## src/rtl/addr_gen_unit.sv

```systemverilog
// addr_gen_unit: expands a base vector register into its LMUL group, one address per clock
module addr_gen_unit #(
  parameter int ADDR_WIDTH = 5
) (
  input  logic                  clk,
  input  logic                  rst,
  input  logic                  en,
  input  logic [2:0]            vlmul,
  input  logic [ADDR_WIDTH-1:0] addr_in,
  output logic [ADDR_WIDTH-1:0] addr_out,
  output logic                  idle
);
  typedef enum logic {IDLE, BUSY} state_t;
  state_t state, state_nxt;
  logic [ADDR_WIDTH-1:0] base;
  logic [2:0] last, count, grp_last;
  always_comb grp_last = vlmul[2] ? 3'd0 : 3'((4'd1 << vlmul[1:0]) - 4'd1);
  always_ff @(posedge clk)
    state <= rst ? IDLE : state_nxt;
  always_comb state_nxt = state == IDLE ? (en ? BUSY : IDLE) : (count == last ? IDLE : BUSY);
  always_comb idle = state == IDLE;
  always_ff @(posedge clk) begin
    if (rst) begin
      addr_out <= '0;
      base     <= '0;
      last     <= '0;
      count    <= '0;
    end else if (idle && en) begin
      addr_out <= addr_in;
      base     <= addr_in;
      last     <= grp_last;
      count    <= '0;
    end else if (!idle && count != last) begin
      count    <= count + 3'd1;
      addr_out <= base + ADDR_WIDTH'(count) + ADDR_WIDTH'(1);
    end
  end
endmodule

```

## config.mk

```make
export PLATFORM = sky130hd
export DESIGN_NAME = addr_gen_unit
export DESIGN_NICKNAME = d
export VERILOG_FILES = /design/src/rtl/addr_gen_unit.sv
export SDC_FILE = /design/constraint.sdc
export NUM_CORES = 1
export LEC_CHECK = 0
export CORE_AREA = 3 3 45 47
export CTS_BUF_LIST = sky130_fd_sc_hd__clkbuf_8
export DETAILED_ROUTE_END_ITERATION = 12
export DIE_AREA = 0 0 48 50
export GPL_TIMING_DRIVEN = 0
export PLACE_DENSITY = 0.8
export SLEW_MARGIN = 20
export SYNTH_ARGS = -nofsm -noshare
export SYNTH_HDL_FRONTEND = slang
export SYNTH_SLANG_ARGS = --single-unit
```

## constraint.sdc

```tcl
create_clock -name clk -period 4.2 [get_ports clk]
set_input_delay 1.05 -clock clk [delete_from_list [all_inputs] [get_ports clk]]
set_output_delay 1.05 -clock clk [all_outputs]
set_load 0.02 [all_outputs]
```

==> impl_results.md <==
- Initial DRT Pass Iterations: 2
- # Max-Cap Violations: 0
- Crit-path cells: buf_2 -> inv_1 -> clkdlybuf4s50_1
- Status: finished, final reports clean
- Yosys warns: 0
- Ys flop type: dfxtp_1
- Nets@finish: 140
- DR vias: between 700 and 800
- Pwr dens: 344 nW/um^2
- Final setup fails: 0
- Part of the Yosys area used for sequential elements: between 30% and 40%
- Layout cell share with drive strength beyond 1: 8.13%
- IO Pins: 17
- Skew-Pair Late Insertion Delay: 0.25 ns
- DR iter-0 viols: 5
- Post-synth EDFFs: 0
- Top cells by count, synth: dfxtp_1, nand2_1, a21oi_1, nor2_1, inv_1
- Critical Path Max Stage Delay: 0.60 ns
- Slew headroom: 65.7%
- GP Congestion: 0.820
- Syn_nets: between 100 and 150
- FMAX: 0.413 GHz
- Required @ worst endpoint: 3.15 ns
- Bufs on Longest Clock Path: 2
- Utilization after layout: 66.1%
- Startpoint Class: flip-flop
- Die ar.: 2400 sq um
- Core area: 1690 sq um
- H-Tree Depth: 1
- Clock Skews: 0.00246 ns
- Total count of max-transition violations in the final report: 0
- CTS root buf: clkbuf_8
- FP Rows: 15
- Critical path's slowest cell: clkdlybuf4s50_1
- Flop pwr share: between 40% and 50%
- Routed Antenna Nets: 0
- Part of the power in combinational logic: between 20% and 30%
- Critical path arrival: between 1 and 1.5 ns
- CTS Sinks: 17
- Switching power: 106 uW
- Synth cell types: 34
- Die Width: 48 um
- Resized cells post-CTS: 0
- WL/cell: 14.3 um
- Critical path class: reg -> out
- Initial antenna violation count: 0
- Leakage power: 0.428 nW
- Critical path fanouts, max: 10
- Clock transition at path regs: 0.06 ns
- CTS tree: yes
- I/O Buffers: 16
- Maximum vdd drop: 315 uV
- Post-CTS Hold Fix Bufs: 0
- WHS: roughly 0.46 ns
- Overall Global Routing Usage: a little under a fifth
- Dpl hpwl: 1.53 mm
- Clock network fraction of design power: 30.4%
- Via density: around 5.6
- Antenna cell count: 0
- Gr ovfl total: 0
- Total CTS buffers: 3
- Fraction of registers with async set/reset: 0%
- Synthesized area per cell: 8.65 sq um
- Layout Area Growth over Synthesis: 25.4%
- Area contributors post-synth: dfxtp_1, nand2_1, a21oi_1
- Postcts setup bufs: 0
- Final Hold Viols: 0
- Top cell type's share of synthesized area: 38.2%
- Cell taking the most area after synthesis: dfxtp_1
- Slew at the pin closest to its max-slew limit: 0.515 ns
- Switching share of power: 27.4%
- Yosys reg bits: 17
- Largest net degree at the start of global routing: 11
- Mapped Cells: 103
- Netlist Area Pre-Place: 891 sq um
- Hold Path Class: reg -> reg
- CP Capture Type: output port
- Most frequent cell after synthesis: dfxtp_1
- Residual DRC: 0
- First-pass GRT wire length: 3.24 mm
- Internal: 279 uW
- Initial Util: a little over half
- Final wirelength: 2.00 mm
- Setup TNS: 0 ns
- RSZ-0062 raised after global routing: no
- Vias in the first global route: roughly 830
- Die height: 50 um
- Minimum clock period: 2.42 ns
- Tcrit/Tclk final: 57.7%
==> worst max-delay path: cells and delay by family (launching register included) <==
kind	cells	cell delay (ns)
buffers and inverters	3	0.84
flip-flops	1	0.29
==> cell usage in the layout (no fill, tap or decap), types with 2 or more instances in the layout <==
| cell | instances |
|---|---|
| nand2b_1 | 3 |
| ha_1 | 4 |
| buf_2 | 2 |
| xnor2_1 | 3 |
| nor2_1 | 10 |
| mux2i_1 | 3 |
| nand3b_1 | 2 |
| nand3_1 | 2 |
| dfxtp_1 | 17 |
| o21ai_0 | 3 |
| clkbuf_8 | 3 |
| nand2_1 | 15 |
| inv_1 | 9 |
| a21oi_1 | 10 |
| clkdlybuf4s50_1 | 16 |
==> power groups by stage <==
stage	Combinational, mW	Sequential, mW	Clock (mW)
after floorplan	0.0458	0.189	0
after global placement	0.0851	0.183	0
after detailed placement	0.0875	0.183	0
after CTS	0.0882	0.180	0.118
after global routing	0.0951	0.181	0.126
final	0.0876	0.180	0.117
==> logic make-up (layout without fill, tap and decap cells) <==
kind of cell | Yosys count | in the layout | synth area share (%)
AO/OA/AOI/OAI | 22 | 22 | 18.0
XOR/XNOR | 4 | 4 | 4.78
adder cells (fa/ha/maj) | 5 | 5 | 7.87
buffers and inverters | 11 | 31 | 4.92
flip-flops | 17 | 17 | 38.2
multiplexers | 3 | 3 | 3.37
AND/OR/NAND/NOR | 41 | 41 | 22.9
==> final timing paths <==
path / start / endpoint / slack [ns] / depth (start not counted)
max reg2reg: count[0] / addr_out[4] / 2.22 / 7
min reg2reg: addr_out[4] / addr_out[4] / 0.46 / 2
max: state / idle / 1.78 / 3
min: addr_out[4] / addr_out[4] / 0.46 / 2
==> state kept, by name, summed over array words and instances, names as in the netlist <==
register	cells
addr_out	5
base	5
count	3
last	3
state	1
==> final cells by class <==
type | instances | area (sq um)
tap | 17 | 21.3
buffer | 3 | 13.8
fill | 143 | 572
inverter | 8 | 30.0
sequential | 17 | 340
clock inverter | 1 | 3.75
multi-input combinational | 75 | 507
timing repair buffer | 16 | 160
clock buffer | 3 | 41.3
==> per-stage QoR <==
stage	cells	setup slack (ns)	total power [mW]	cell area, sq um
floorplan	103	2.41	0.235	891
global placement	136	1.71	0.268	1070
detailed placement	136	1.66	0.271	1070
CTS	140	1.77	0.386	1120
global route	140	1.71	0.402	1120
finish	140	1.78	0.385	1120
==> metal layers <==
layer | vias to the layer above | routed length [um] | global-route usage, %
met5 | - | 0 | 0
li1 | 394 | - | -
met3 | 7 | 47 | 2.92
met4 | 0 | 62 | 13.0
met2 | 17 | 981 | 28.9
met1 | 370 | 912 | 22.7
No activity file was read; power rests on OpenSTA's default activity.
